File: src/rtl/sprite_line_scheduler.sv
// rtl/sprite_line_scheduler.sv - per-scanline sprite list builder and per-pixel owner lookup
// Walks the entity table during hblank, commits the next line's list, then resolves DrawX owners.
module sprite_line_scheduler #(
    parameter int NUM_SPRITES = 32,
    parameter int MAX_ACTIVE  = 8,
    parameter int COORD_W     = 10,
    parameter int V_LAST      = 524,
    localparam int IDX_W      = $clog2(NUM_SPRITES)
) (
    input  logic               Clk,
    input  logic               Reset,
    input  logic               line_start,
    input  logic [COORD_W-1:0] DrawX,
    input  logic [COORD_W-1:0] DrawY,
    output logic [IDX_W-1:0]   ent_idx,
    input  logic               ent_valid,
    input  logic [COORD_W-1:0] ent_TLX,
    input  logic [COORD_W-1:0] ent_TLY,
    input  logic [COORD_W-1:0] ent_BRX,
    input  logic [COORD_W-1:0] ent_BRY,
    output logic               sprite_on,
    output logic [IDX_W-1:0]   sprite_id,
    output logic               scan_busy,
    output logic               overflow
);

    localparam int CNT_W = $clog2(MAX_ACTIVE + 1);

    typedef enum logic [0:0] {S_IDLE, S_SCAN} state_t;

    state_t               state_q, state_d;
    logic [COORD_W-1:0]   target_q, target_d;
    logic [IDX_W-1:0]     idx_q, idx_d;
    logic [CNT_W-1:0]     bcnt_q, bcnt_d;
    logic                 ovf_pend_q, ovf_pend_d;
    logic [IDX_W-1:0]     b_idx_q [MAX_ACTIVE];
    logic [IDX_W-1:0]     b_idx_d [MAX_ACTIVE];
    logic [COORD_W-1:0]   b_tlx_q [MAX_ACTIVE];
    logic [COORD_W-1:0]   b_tlx_d [MAX_ACTIVE];
    logic [COORD_W-1:0]   b_brx_q [MAX_ACTIVE];
    logic [COORD_W-1:0]   b_brx_d [MAX_ACTIVE];
    logic [IDX_W-1:0]     d_idx_q [MAX_ACTIVE];
    logic [IDX_W-1:0]     d_idx_d [MAX_ACTIVE];
    logic [COORD_W-1:0]   d_tlx_q [MAX_ACTIVE];
    logic [COORD_W-1:0]   d_tlx_d [MAX_ACTIVE];
    logic [COORD_W-1:0]   d_brx_q [MAX_ACTIVE];
    logic [COORD_W-1:0]   d_brx_d [MAX_ACTIVE];
    logic [CNT_W-1:0]     d_cnt_q, d_cnt_d;
    logic                 overflow_q, overflow_d;
    logic                 sprite_on_q, sprite_on_d;
    logic [IDX_W-1:0]     sprite_id_q, sprite_id_d;
    logic                 hit;

    always_ff @(posedge Clk) begin
        if (Reset) state_q <= S_IDLE;
        else       state_q <= state_d;
    end

    always_comb begin
        state_d     = state_q;
        target_d    = target_q;
        idx_d       = idx_q;
        bcnt_d      = bcnt_q;
        ovf_pend_d  = ovf_pend_q;
        b_idx_d     = b_idx_q;
        b_tlx_d     = b_tlx_q;
        b_brx_d     = b_brx_q;
        d_idx_d     = d_idx_q;
        d_tlx_d     = d_tlx_q;
        d_brx_d     = d_brx_q;
        d_cnt_d     = d_cnt_q;
        overflow_d  = overflow_q;
        sprite_on_d = 1'b0;
        sprite_id_d = '0;
        hit = ent_valid && (ent_TLY <= target_q) && (target_q < ent_BRY);

        // A pulse in either state (re)starts the walk; an aborted walk commits nothing.
        if (line_start) begin
            target_d   = (DrawY == COORD_W'(V_LAST)) ? '0 : DrawY + COORD_W'(1);
            idx_d      = '0;
            bcnt_d     = '0;
            ovf_pend_d = 1'b0;
            state_d    = S_SCAN;
        end else if (state_q == S_SCAN) begin
            if (hit) begin
                if (bcnt_q < CNT_W'(MAX_ACTIVE)) begin
                    for (int k = 0; k < MAX_ACTIVE; k++) begin
                        if (CNT_W'(k) == bcnt_q) begin
                            b_idx_d[k] = idx_q;
                            b_tlx_d[k] = ent_TLX;
                            b_brx_d[k] = ent_BRX;
                        end
                    end
                    bcnt_d = bcnt_q + CNT_W'(1);
                end else begin
                    ovf_pend_d = 1'b1;
                end
            end
            if (idx_q == IDX_W'(NUM_SPRITES - 1)) begin
                d_idx_d    = b_idx_d;
                d_tlx_d    = b_tlx_d;
                d_brx_d    = b_brx_d;
                d_cnt_d    = bcnt_d;
                overflow_d = ovf_pend_d;
                state_d    = S_IDLE;
            end else begin
                idx_d = idx_q + IDX_W'(1);
            end
        end

        // Descending scan so the lowest matching slot is the last writer.
        for (int k = MAX_ACTIVE - 1; k >= 0; k--) begin
            if ((CNT_W'(k) < d_cnt_q) && (d_tlx_q[k] <= DrawX) && (DrawX < d_brx_q[k])) begin
                sprite_on_d = 1'b1;
                sprite_id_d = d_idx_q[k];
            end
        end
    end

    always_ff @(posedge Clk) begin
        if (Reset) begin
            target_q    <= '0;
            idx_q       <= '0;
            bcnt_q      <= '0;
            ovf_pend_q  <= 1'b0;
            b_idx_q     <= '{default: '0};
            b_tlx_q     <= '{default: '0};
            b_brx_q     <= '{default: '0};
            d_idx_q     <= '{default: '0};
            d_tlx_q     <= '{default: '0};
            d_brx_q     <= '{default: '0};
            d_cnt_q     <= '0;
            overflow_q  <= 1'b0;
            sprite_on_q <= 1'b0;
            sprite_id_q <= '0;
        end else begin
            target_q    <= target_d;
            idx_q       <= idx_d;
            bcnt_q      <= bcnt_d;
            ovf_pend_q  <= ovf_pend_d;
            b_idx_q     <= b_idx_d;
            b_tlx_q     <= b_tlx_d;
            b_brx_q     <= b_brx_d;
            d_idx_q     <= d_idx_d;
            d_tlx_q     <= d_tlx_d;
            d_brx_q     <= d_brx_d;
            d_cnt_q     <= d_cnt_d;
            overflow_q  <= overflow_d;
            sprite_on_q <= sprite_on_d;
            sprite_id_q <= sprite_id_d;
        end
    end

    assign ent_idx   = idx_q;
    assign scan_busy = (state_q == S_SCAN);
    assign overflow  = overflow_q;
    assign sprite_on = sprite_on_q;
    assign sprite_id = sprite_id_q;

endmodule

File: config.mk
export PLATFORM = sky130hd
export DESIGN_NAME = sprite_line_scheduler
export DESIGN_NICKNAME = d
export VERILOG_FILES = /design/src/rtl/sprite_line_scheduler.sv
export SDC_FILE = /design/constraint.sdc
export NUM_CORES = 1
export LEC_CHECK = 0
export ABC_CLOCK_PERIOD_IN_PS = 2500
export BUFFER_PORTS_ARGS = -buffer_cell sky130_fd_sc_hd__clkbuf_2
export CAP_MARGIN = 20
export CORE_ASPECT_RATIO = 0.7
export CORE_MARGIN = 5
export CORE_UTILIZATION = 57
export DETAILED_ROUTE_END_ITERATION = 7
export PLACE_DENSITY_LB_ADDON = 0.12
export SLEW_MARGIN = 20
export SYNTH_ARGS = -nofsm -noshare
export SYNTH_HDL_FRONTEND = slang
export SYNTH_SLANG_ARGS = --single-unit
File: constraint.sdc
create_clock -name Clk -period 2.5 [get_ports Clk]
set_input_delay 0.125 -clock Clk [delete_from_list [all_inputs] [get_ports Clk]]
set_output_delay 0.125 -clock Clk [all_outputs]
set_load 0.02 [all_outputs]
**Word level (Yosys, flattened, before mapping)**

Cells that the tools add are included.

- Register bits: 432
- Input port bits: 64
- Output and inout port bits: 13
- Logic and storage cells: 175

- $add $sub $neg: 3
- Magnitude comparators: 27
- Eq/ne operators: 9
- Muxes and demuxes: 54
- Bitwise logic cells: 2
- Reduce and logical (&&, ||, !) cells: 23

Operators with widths:

| kind | count |
|---|---|
| 80-bit 2-to-1 mux | 4 |
| 10-bit 2-to-1 mux | 17 |
| 10-bit less-or-equal comparator | 9 |
| 10-bit less-than comparator | 9 |
| 40-bit 2-to-1 mux | 2 |
| 5-bit 2-to-1 mux | 16 |
| 1-bit logical AND | 18 |
| 3-bit by 4-bit == test with 1-bit output (first input constant) | 4 |
| 3-bit by 4-bit less-than comparator with 1-bit output (first input constant) | 4 |
| 1-bit 2-to-1 mux | 13 |
| 10-bit by 1-bit adder with 10-bit output (second input constant) | 1 |
| 10-bit == test (second input constant) | 1 |
| 2-bit by 4-bit == test with 1-bit output (first input constant) | 2 |
| 1-bit by 4-bit less-than comparator with 1-bit output (first input constant) | 2 |
| 2-bit by 4-bit less-than comparator with 1-bit output (first input constant) | 2 |
| 4-bit 2-to-1 mux | 2 |
| 5-bit by 1-bit adder with 5-bit output (second input constant) | 1 |
| 5-bit == test (second input constant) | 1 |
| 4-bit by 1-bit adder with 4-bit output (second input constant) | 1 |
| 1-bit by 4-bit == test with 1-bit output (first input constant) | 1 |
| 4-bit logical NOT | 1 |
| 4-bit less-than comparator (second input constant) | 1 |
| 2-bit AND reduction | 2 |
| 3-bit AND reduction | 1 |
| other kinds (2) | 3 |

**Longest topological paths before layout**

Gate-level depths: netlist of the first run.

- Depth in word-level cells: 11
- Gate-level depth with buffers: 13
- Mapped depth without buffers: 10

**Worst setup path after synthesis of the first run**

No wires, ideal clock.

- Path type: register to register
- From: reg target_q[3]
- To: reg b_idx_q[0] (netlist bit)
- Setup time: 0.128 ns
- Arrival time: 2.442 ns
- Data required time: 2.372 ns
- Path slack: -0.069 ns
- Cell stages (with the launch flop): 13
- Buffers on the path: 2
- Clock period less this slack: 2.569 ns
- Path through: dfxtp_1 -> inv_1 -> ha_1 -> a21oi_1 -> nor2b_1 -> o31a_1 -> o21ai_1 -> a211oi_1 -> buf_6 -> nor4_4 -> buf_6 -> mux2i_1 -> nor2_1

- Longest elaborated chain between the ends: 4
- Elaborated cells between the ends (all ways): 5
- Classes of those cells: 2 x order compare; 1 x mux; 2 x reduce/logical

Ends and longest elaborated chain:

| element | line | text |
|---|---|---|
| from (decl) | 32 | `logic [COORD_W-1:0] target_q, target_d;` |
| from (signal assigned) | 137 | `target_q <= target_d;` |
| 10-bit less-or-equal comparator | 75 | `hit = ent_valid && (ent_TLY <= target_q) && (target_q < ent_BRY);` |
| 1-bit logical AND | 75 |  |
| 1-bit logical AND * | 75 |  |
| 40-bit 2-to-1 mux * | 85 | `if (hit) begin` |
| to (signal assigned) | 141 | `b_idx_q <= b_idx_d;` |
| to (decl) | 36 | `logic [IDX_W-1:0] b_idx_q [MAX_ACTIVE];` |

Mark *: on every way between the ends. The rest lies on a longest branch, timed or not.
A chain may end at the register's enable or synchronous reset.

**Final worst setup path of the first run**

- From: reg target_q[3]
- To: reg b_brx_q[49] (netlist bit)

- Longest elaborated chain between the ends: 4
- Elaborated cells between the ends (all ways): 5
- Classes of those cells: 2 x order compare; 1 x mux; 2 x reduce/logical

Ends and longest elaborated chain:

| element | line | text |
|---|---|---|
| 10-bit less-or-equal comparator | 75 |  |
| 1-bit logical AND | 75 |  |
| 1-bit logical AND * | 75 |  |
| 80-bit 2-to-1 mux * | 85 |  |
| to (signal assigned) | 143 | `b_brx_q <= b_brx_d;` |
| to (decl) | 40 | `logic [COORD_W-1:0] b_brx_q [MAX_ACTIVE];` |

Marks and branches as above.

==> impl_results.md, run 1 <==
* FF-to-FF path depth at 14
* Maximum vdd drop at 610.1 uV
* Die W at 245.8 microns
* Power Total at 15.02 mW
* Top-count cell post-synth: nor2_1
* Minimum clock period at 2.749 ns
* Violated checks: negative setup slack
* Placed cell area at 23750 sq um
* Fin. Hold Viols at 0
* TritonCTS buffer count at 43
* GRT Residual Overflow at 0
* Area Overhead vs Synth at 25.49%
* H-Tree Depth at 2
* Worst Skew at 0.02395 ns
* Synth Area in Simple Gates at 0.1268
* Fraction of registers with async set or reset after synthesis at 0
* Hold Path Class: input port to flop
* DR pass1 iterations at 5
* Critical Path RT at 2.92 ns
* Pre-CTS setup slack at -0.3832 ns
* Vias in the first global route at 17.48k
* Pin count of the biggest net entering global routing at 109
* Die Span Y at 175.0 microns
* Gp weighted congestion at 0.9127
* Synth top cells by count: nor2_1 (450), dfxtp_1 (432), mux2i_1 (403)
* Post-synthesis instance area at 22180 sq um
* Seq/Total Area, Yosys at 0.3900
* Row cnt at 60
* CP arrival at 3.17 ns
* DRC viols at 0
* CTS tree: built
* Die area at 43020 sq um
* Detail Placement HPWL at 40200 microns
* Core footprint at 38440 sq um
* Synth Area in Adders at 0.1010
* Iter 0 DRT Violations at 1852
* Initial antenna violation count at 0
* Final period util at 1.099
* DR vias/cell at 6.046
* Cell Pwr Density at 539.6 nW/um^2
* RSZ-0062 raised after global routing: true
* CP Class: flop to flop
* ANT cells at 0
* Root Buffer: clkbuf_16
* WHS Path Cells at 4
* Mapped Cells at 2353
* Worst-skew pair later-pin latency at 0.57 ns
* Syn avg cell area at 9.425 sq um
* Final setup margin at -0.2486 ns
* Largest family of logic cells by synthesized area: multiplexers
* Max Buffers Root-to-Sink at 3
* Sink Count at 432
* # setup viols final at 382
* Max_slew headroom at 0.5959
* Buffers on Ports at 76
* Gr usage total at 0.2957
* MaxCap Viol Count at 0
* Initial Utilization at 0.5770
* Syn nets at 2596
* Slew Limit Fails at 0
* Multiplexer share of the synthesized area at 0.1819
* Layout net count at 2770
* F_max at 363.8 MHz
* Dominant cell type by area after synthesis: dfxtp_1
* Clk pin slew, worst setup/hold paths at 0.07 ns
* Commonest register cell after synthesis: dfxtp_1
* Final core utilization at 0.7241
* Vias at 18.65k
* Yosys warning count at 0
* Post-synth EDFFs at 0
* Synth top area share at 0.3900
* Layout cells sized above 1 at 0.2150
* ANT nets after route at 0
* WL per Instance at 23.44 microns
* CP endpoint kind: flop
* CP startpoint kind: flop
* Status: complete, but fails checks
* Worst-margin pin slew at 0.6015 ns
* Post-route cell area at 27830 sq um
* Post-synthesis compound-gate area fraction at 0.1311
* IO Pins at 77
* Yosys cell types at 60
* Worst-path fanout max at 6
* Xor/xnor cell area share of the yosys netlist at 0.005529
* Dominant cells by area after synthesis: dfxtp_1 (39%), mux2i_1 (18%), ha_1 (10%), nor2_1 (7.6%), a211oi_1 (7.4%)
* Min Hold Slack at 0.02912 ns
* First-pass GRT wire length at 101300 microns
* Wirelength, routed at 72320 microns
* Leakage at 9.492 nW
* Register bit count reported by yosys at 432
area by class of cell:
type                       instances  area, sq um
timing repair buffer             296         3405
sequential                       432         8663
fill                            2762        10610
tap                              527        659.4
multi-input combinational       1623        13170
inverter                         131        491.7
clock buffer                      61         1234
clock inverter                    15        210.2
per-stage QoR:
stage	std cells	setup TNS, ns
after global placement	2920	-39.87
after global routing	3085	-85.91
after floorplan	2353	0
final	3085	-43.42
after CTS	3059	-12.21
after detailed placement	2920	-53.23
worst max-delay path, cell delays in order (launching register included):
cell       delay, ns
dfxtp_2         0.34
inv_2           0.05
ha_4            0.23
a21oi_2         0.12
nor2b_1         0.06
o31a_1          0.25
o21ai_2         0.19
a211oi_4        0.10
buf_12          0.16
buf_12          0.13
nor4_4          0.29
buf_6           0.23
clkbuf_16       0.19
mux2i_1         0.22
nor2_1          0.06
cell families (layout without fill, tap and decap cells):
family / Yosys count / after routing
and+or+nand+nor: 618 / 618
DFF: 432 / 432
AOI/OAI and AO/OA: 409 / 409
muxes: 403 / 403
buffers and inverters: 298 / 503
adders and majority gates: 179 / 179
xor gates and xnor gates: 14 / 14
path summary, 6_finish.rpt:
check,start,endpoint,slack (ns)
max,target_q[3]$_SDFFE_PP0P_,b_brx_q[49]$_SDFFE_PP0P_,-0.25
min,DrawY[1],target_q[3]$_SDFFE_PP0P_,0.03
max reg2reg,target_q[3]$_SDFFE_PP0P_,b_brx_q[49]$_SDFFE_PP0P_,-0.25
min reg2reg,ovf_pend_q$_SDFFE_PP0P_,ovf_pend_q$_SDFFE_PP0P_,0.49
layout by cell type (no fill, tap or decap), types with 7 or more instances in the layout:
| cell type | instances |
|---|---|
| nor2_1 | 448 |
| dfxtp_1 | 420 |
| mux2i_1 | 359 |
| a211oi_1 | 187 |
| ha_1 | 158 |
| inv_1 | 128 |
| buf_4 | 96 |
| clkbuf_2 | 75 |
| clkbuf_16 | 61 |
| buf_12 | 50 |
| mux2i_2 | 38 |
| nand2_1 | 35 |
| a21oi_1 | 33 |
| a211oi_2 | 30 |
| nand3_1 | 27 |
| buf_6 | 27 |
| o21ai_0 | 22 |
| ha_4 | 20 |
| nand4_1 | 18 |
| a21o_1 | 17 |
| nand2b_1 | 16 |
| o22ai_1 | 15 |
| nor3_1 | 13 |
| buf_16 | 13 |
| dfxtp_2 | 12 |
| dlygate4sd3_1 | 12 |
| a21oi_2 | 10 |
| o21ai_1 | 10 |
| o21a_1 | 10 |
| clkbuf_8 | 9 |
| clkbuf_1 | 9 |
| nor4_4 | 8 |
| nor3_4 | 8 |
| nor2b_1 | 7 |
| o21ai_2 | 7 |
| clkinv_2 | 7 |
report_power, final:
group          internal (mW)  leakage, nW  switching [mW]
clock network           3.96        0.712            2.84
registers               6.90         3.49          0.0142
logic                  0.532         5.29           0.780
total                   11.4         9.49            3.63
what timing repair did:
action / CTS / global route
setup buffers: 33 / 16
hold buffers: 11 / 1
endpoints found under the setup margin: 410 / 411
cloned: 20 / 20
endpoints found under the hold margin: 36 / 12
gates resized for setup: 71 / 228
pin swaps: 42 / 193
metal layers:
layer,track usage,vias up,part of all wire
met1,0.4502,9042,0.45
met3,0.04388,144,0.10
met2,0.4407,777,0.42
met5,0,-,0
li1,-,8688,-
met4,0.07110,0,0.034
registers in the layout (all words and copies together), names as in the netlist:
register,cells
b_brx_q,80
b_idx_q,40
b_tlx_q,80
bcnt_q,4
d_brx_q,80
d_cnt_q,4
d_idx_q,40
d_tlx_q,80
ent_idx,5
overflow,1
ovf_pend_q,1
scan_busy,1
sprite_id,5
sprite_on,1
target_q,10
Note: power is estimated with default switching activity, not from simulation.
==> inputs of run 2 (changes only) <==
--- a/config.mk
+++ b/config.mk
@@ -9,7 +9,7 @@
 export BUFFER_PORTS_ARGS = -buffer_cell sky130_fd_sc_hd__clkbuf_2
 export CAP_MARGIN = 20
 export CORE_ASPECT_RATIO = 0.7
-export CORE_MARGIN = 5
+export CORE_MARGIN = 2
 export CORE_UTILIZATION = 57
 export DETAILED_ROUTE_END_ITERATION = 7
 export PLACE_DENSITY_LB_ADDON = 0.12
==> run 2 against run 1 <==
Against the previous run: the run still ends with negative setup slack left; via count is essentially flat; global-route usage is essentially flat; hold slack gained 0.024 ns; maximum frequency is essentially flat; clock power is essentially flat; sequential share of layout area is essentially flat; critical path depth shrank 3; sequential power is essentially flat.
==> impl_results.md, run 2 (same netlist as run 1, synthesis figures left out) <==
* Status: complete, but fails checks
* Violated checks: negative setup slack
* Minimum clock period at 2.750 ns
* Worst path cell trace: buf_6 > ha_4 > or4_4 > a21oi_4 > o31ai_4 > buf_12 > nor4_4 > buf_6 > clkbuf_16 > mux2i_1 > nor2_1
* Vias at 18.65k
* DRC viols at 0
* Die W at 239.8 microns
* Wirelength, routed at 71150 microns
* Iter 0 DRT Violations at 1686
* Logic gate share of total power at 0.090
* Max_slew headroom at 0.6070
* TritonCTS buffer count at 43
* Net Sw Power at 3.701 mW
* H-Tree Depth at 2
* Crit-path slowest cell: or4_4
* DR pass1 iterations at 5
* Leakage at 9.534 nW
* Commonest non-fill, non-tap cell in the layout: nor2_1
* Initial Utilization at 0.5781
* Slew Limit Fails at 0
* Buffers on Ports at 76
* Gr usage total at 0.2961
* # setup viols final at 403
* Row cnt at 60
* CP endpoint kind: flop
* Fin. Hold Viols at 0
* GRT Residual Overflow at 0
* Worst-skew pair later-pin latency at 0.57 ns
* Sequential cell area at 8670 sq um
* ANT nets after route at 0
* Worst Skew at 0.01786 ns
* Max stage delay on crit path at 0.54 ns
* Maximum vdd drop at 525.3 uV
* IO Pins at 77
* CP startpoint kind: flop
* Vias in the first global route at 16.83k
* Clk pwr share at 0.452
* Final period util at 1.100
* Clk pin slew, worst setup/hold paths at 0.07 ns
* Final core utilization at 0.7254
* MaxCap Viol Count at 0
* Setup TNS at -52.51 ns
* Die area at 40530 sq um
* Worst-path fanout max at 6
* CP Class: flop to flop
* CP arrival at 3.18 ns
* Final setup margin at -0.2503 ns
* Sink Count at 432
* Initial antenna violation count at 1
* Internal Power at 11.38 mW
* Gp weighted congestion at 0.8840
* Fill cell count at 2745
* Sw frac at 0.2454
* Layout cells sized above 1 at 0.2110
* Max Buffers Root-to-Sink at 3
* Root Buffer: clkbuf_16
* WL per Instance at 22.94 microns
* Worst-margin pin slew at 0.5883 ns
* Pin count of the biggest net entering global routing at 92
* Die Span Y at 169.0 microns
* DR vias/cell at 6.012
* Hold Path Class: input port to flop
* Layout net count at 2784
* Flop pwr share at 0.458
* First-pass GRT wire length at 94320 microns
* Core footprint at 38360 sq um
* CTS tree: built
* Footprint of the multi-input gates at 13090 sq um
* Area Overhead vs Synth at 25.48%
* RSZ-0062 raised after global routing: true
* Critical Path RT at 2.92 ns
* Detail Placement HPWL at 40030 microns
* Most frequent cells in the layout: nor2_1 (448), dfxtp_1 (417), mux2i_1 (372), a211oi_1 (194), ha_1 (161)
* Cell repeated most along the worst path: buf_6
* Cell Pwr Density at 542.0 nW/um^2
* F_max at 363.6 MHz
## run 2: cell types whose count changed in the layout (fill, tap and decap cells not counted), moves of 8 or more
| cell | previous run | this run |
|---|---|---|
| a211oi_2 | 30 | 22 |
| clkbuf_16 | 61 | 71 |
| buf_16 | 13 | 5 |
| buf_4 | 96 | 106 |
| mux2i_1 | 359 | 372 |
| mux2i_2 | 38 | 24 |
## run 2: what timing repair did
action,in CTS,in global routing
buffers inserted,8,21
gates resized for setup,47,221
cloned,2,35
endpoints found under the setup margin,416,414
hold buffers,14,0
endpoints found under the hold margin,39,0
pin swaps,42,204
## run 2: critical path: cells and delay by family, from the launching register on
family                   cells  cell delay (ns)
buffers and inverters        4             0.69
adder cells (fa/ha/maj)      1             0.15
flip-flops                   1             0.33
AND/OR/NAND/NOR              3             0.88
multiplexers                 1             0.23
AO/OA/AOI/OAI                2             0.31
## run 2: per-layer routing
| metal | GRT usage | up-vias | share of wire |
|---|---|---|---|
| met5 | 0 | - | 0 |
| met4 | 0.07147 | 0 | 0.028 |
| met3 | 0.05920 | 139 | 0.094 |
| met2 | 0.4371 | 764 | 0.41 |
| met1 | 0.4402 | 9043 | 0.46 |
| li1 | - | 8703 | - |
## run 2: layout make-up
| class | count | share of cell area |
|---|---|---|
| inverter | 131 | 0.01776 |
| antenna | 2 | 0.0001798 |
| sequential | 432 | 0.3115 |
| timing repair buffer | 310 | 0.1249 |
| multi-input combinational | 1623 | 0.4702 |
| clock buffer | 60 | 0.04348 |
| tap | 527 | 0.02369 |
| clock inverter | 17 | 0.008228 |
## run 2: power groups by stage
| stage | Combinational [mW] | Clock [mW] | Sequential [mW] |
|---|---|---|---|
| after floorplan | 0.597 | 0 | 7.07 |
| after global placement | 1.05 | 0 | 7.07 |
| after detailed placement | 1.08 | 0 | 7.07 |
| after CTS | 1.15 | 6.84 | 6.91 |
| after global routing | 1.44 | 7.14 | 6.91 |
| final | 1.36 | 6.81 | 6.91 |
## run 2: stage by stage
| stage | cell area [sq um] | total power [mW] | hold slack [ns] | setup slack, ns | cells |
|---|---|---|---|---|---|
| 6_report | 27830 | 15.08 | 0.05277 | -0.2503 | 3102 |
| 5_1_grt | 27820 | 15.50 | 0.07790 | -0.3417 | 3100 |
| 3_3_place_gp | 23950 | 8.115 | 0.3907 | -0.7135 | 2945 |
| 3_5_place_dp | 23950 | 8.143 | 0.4230 | -0.6413 | 2945 |
| 4_1_cts | 25870 | 14.90 | 0.03504 | -0.2196 | 3046 |
| 2_1_floorplan | 22180 | 7.665 | 0.2405 | 0.01829 | 2353 |
## run 2: path summary, 6_finish.rpt
path,start,to,slack (ns),depth (start not counted)
setup / recovery,target_q[4]$_SDFFE_PP0P_,b_brx_q[49]$_SDFFE_PP0P_,-0.25,11
hold / removal,DrawY[1],target_q[1]$_SDFFE_PP0P_,0.05,5
setup reg to reg,target_q[4]$_SDFFE_PP0P_,b_brx_q[49]$_SDFFE_PP0P_,-0.25,11
hold reg to reg,ovf_pend_q$_SDFFE_PP0P_,ovf_pend_q$_SDFFE_PP0P_,0.47,2
==> inputs of run 3 (changes only) <==
--- a/config.mk
+++ b/config.mk
@@ -10,7 +10,7 @@
 export CAP_MARGIN = 20
 export CORE_ASPECT_RATIO = 0.7
 export CORE_MARGIN = 2
-export CORE_UTILIZATION = 57
+export CORE_UTILIZATION = 50
 export DETAILED_ROUTE_END_ITERATION = 7
 export PLACE_DENSITY_LB_ADDON = 0.12
 export SLEW_MARGIN = 20
==> run 3 against run 2 <==
Against the previous run: the run still ends with negative setup slack left; non-clock buffer count is 31 higher; die area increased by 14%; total power is 1.7% higher; global-route usage grew 0.51 points; first-iteration DRC count is 4.2% lower; cell area up 1.9%.
==> impl_results.md, run 3 (same netlist as run 1, synthesis figures left out) <==
* Layout cells sized above 1 at 0.2216
* Routed length on met1 at 33610 microns
* Post-route cell area at 28360 sq um
* MaxCap Viol Count at 0
* Root Buffer: clkbuf_16
* Iter 0 DRT Violations at 1616
* Violated checks: negative setup slack
* Gp weighted congestion at 0.8726
* Slew Limit Fails at 0
* Sink Count at 432
* Cell Pwr Density at 540.8 nW/um^2
* First-pass GRT wire length at 107100 microns
* Clk pin slew, worst setup/hold paths at 0.06 ns
* Worst-path fanout max at 5
* Final period util at 1.119
* Placed cell area at 24220 sq um
* Wirelength, routed at 73120 microns
* H-Tree Depth at 2
* DRC viols at 0
* WL met3 at 6268 microns
* Gr usage total at 0.3011
* Detail Placement HPWL at 42230 microns
* DR vias/cell at 5.770
* Highest routed layer: met5
* GRT Residual Overflow at 0
* Row cnt at 64
* Wire length on met2 at 30920 microns
* Most frequent cells in the layout: nor2_1 (448), dfxtp_1 (421), mux2i_1 (363), a211oi_1 (190), ha_1 (165)
* Critical Path RT at 2.95 ns
* Worst-margin pin slew at 0.6594 ns
* IO Pins at 77
* Vias at 18.45k
* Die Span Y at 180.2 microns
* Pin count of the biggest net entering global routing at 125
* Initial antenna violation count at 0
* TritonCTS buffer count at 45
* Core footprint at 43720 sq um
* Maximum vdd drop at 470.4 uV
* DR pass1 iterations at 5
* Worst-skew pair later-pin latency at 0.59 ns
* F_max at 357.6 MHz
* Setup TNS at -45.49 ns
* CP endpoint kind: flop
* Minimum clock period at 2.796 ns
* CP Class: flop to flop
* Area Overhead vs Synth at 27.89%
* Max_slew headroom at 0.5604
* WL per Instance at 22.86 microns
* Die area at 46080 sq um
* Status: complete, but fails checks
* Vias in the first global route at 17.81k
* ANT nets after route at 0
* Final core utilization at 0.6487
* Min Hold Slack at 0.03070 ns
* Buffers on Ports at 76
* Worst Skew at 0.02788 ns
* ANT cells at 0
* Fin. Hold Viols at 0
* Die W at 255.7 microns
* CTS tree: built
* Initial Utilization at 0.5072
* Commonest non-fill, non-tap cell in the layout: nor2_1
* CP arrival at 3.25 ns
* Leakage at 9.784 nW
* Max Buffers Root-to-Sink at 3
* Hold Path Class: input port to flop
* CP startpoint kind: flop
* # setup viols final at 357
* RSZ-0062 raised after global routing: true
* Layout net count at 2817
* Final setup margin at -0.2964 ns
run 3: changes by cell type in the layout (fill, tap and decap cells not counted), moves of 6 or more:
cell / delta
clkbuf_16: -16
clkbuf_8: +6
mux2i_1: -9
buf_4: +16
buf_16: +16
buf_12: +18
mux2i_2: +9
run 3: through the flow:
stage,cells,setup slack (ns),total power [mW]
after detailed placement,3027,-0.5439,8.187
after CTS,3187,-0.2324,15.28
after global placement,3027,-0.6147,8.158
after global routing,3198,-0.4100,15.81
final,3198,-0.2964,15.34
after floorplan,2353,0.01829,7.665
run 3: critical path, stage by stage (launching register included):
cell and delay (ns):
dfxtp_1 0.33, inv_1 0.06, ha_1 0.31, a2111oi_2 0.38, buf_4 0.18, a211oi_4 0.08, buf_6 0.15, buf_12 0.13
buf_6 0.11, nor4_4 0.27, buf_6 0.19, clkbuf_16 0.19, mux2i_2 0.24, nor2_1 0.06
run 3: metal layers:
layer,up-vias,track usage
met4,2,0.08772
met1,8930,0.4297
met5,-,0
met3,133,0.06273
li1,8766,-
met2,623,0.4577
run 3: cell type report:
type / count / area (sq um)
fillers: 3509 / 15360
multi-input cells: 1623 / 13040
flip-flops and latches: 432 / 8662
repair buffers: 341 / 3918
clock buffers: 66 / 1378
well taps: 594 / 743.2
inverters: 131 / 491.7
clock inverters: 11 / 136.4
run 3: final timing paths:
kind | start | to | slack (ns) | cells after the start
min reg2reg | ovf_pend_q$_SDFFE_PP0P_ | ovf_pend_q$_SDFFE_PP0P_ | 0.48 | 2
max reg2reg | target_q[9]$_SDFFE_PP0P_ | b_tlx_q[71]$_SDFFE_PP0P_ | -0.30 | 13
max | target_q[9]$_SDFFE_PP0P_ | b_tlx_q[71]$_SDFFE_PP0P_ | -0.30 | 13
min | DrawY[1] | target_q[3]$_SDFFE_PP0P_ | 0.03 | 4
run 3: power breakdown:
part	switching [mW]	total, mW	leakage (nW)	internal (mW)
combinational	0.816	1.43	5.55	0.613
sequential	0.0133	6.92	3.49	6.90
clock	2.89	7.00	0.750	4.10
total	3.72	15.3	9.78	11.6
run 3: what timing repair did:
action                                  4_1_cts  5_1_grt
endpoints found under the setup margin      413      411
setup buffers                                42       17
gates cloned                                 28        9
pin swaps                                   135      147
endpoints found under the hold margin        29        0
hold buffers                                 13        0
resized for setup                           132      148
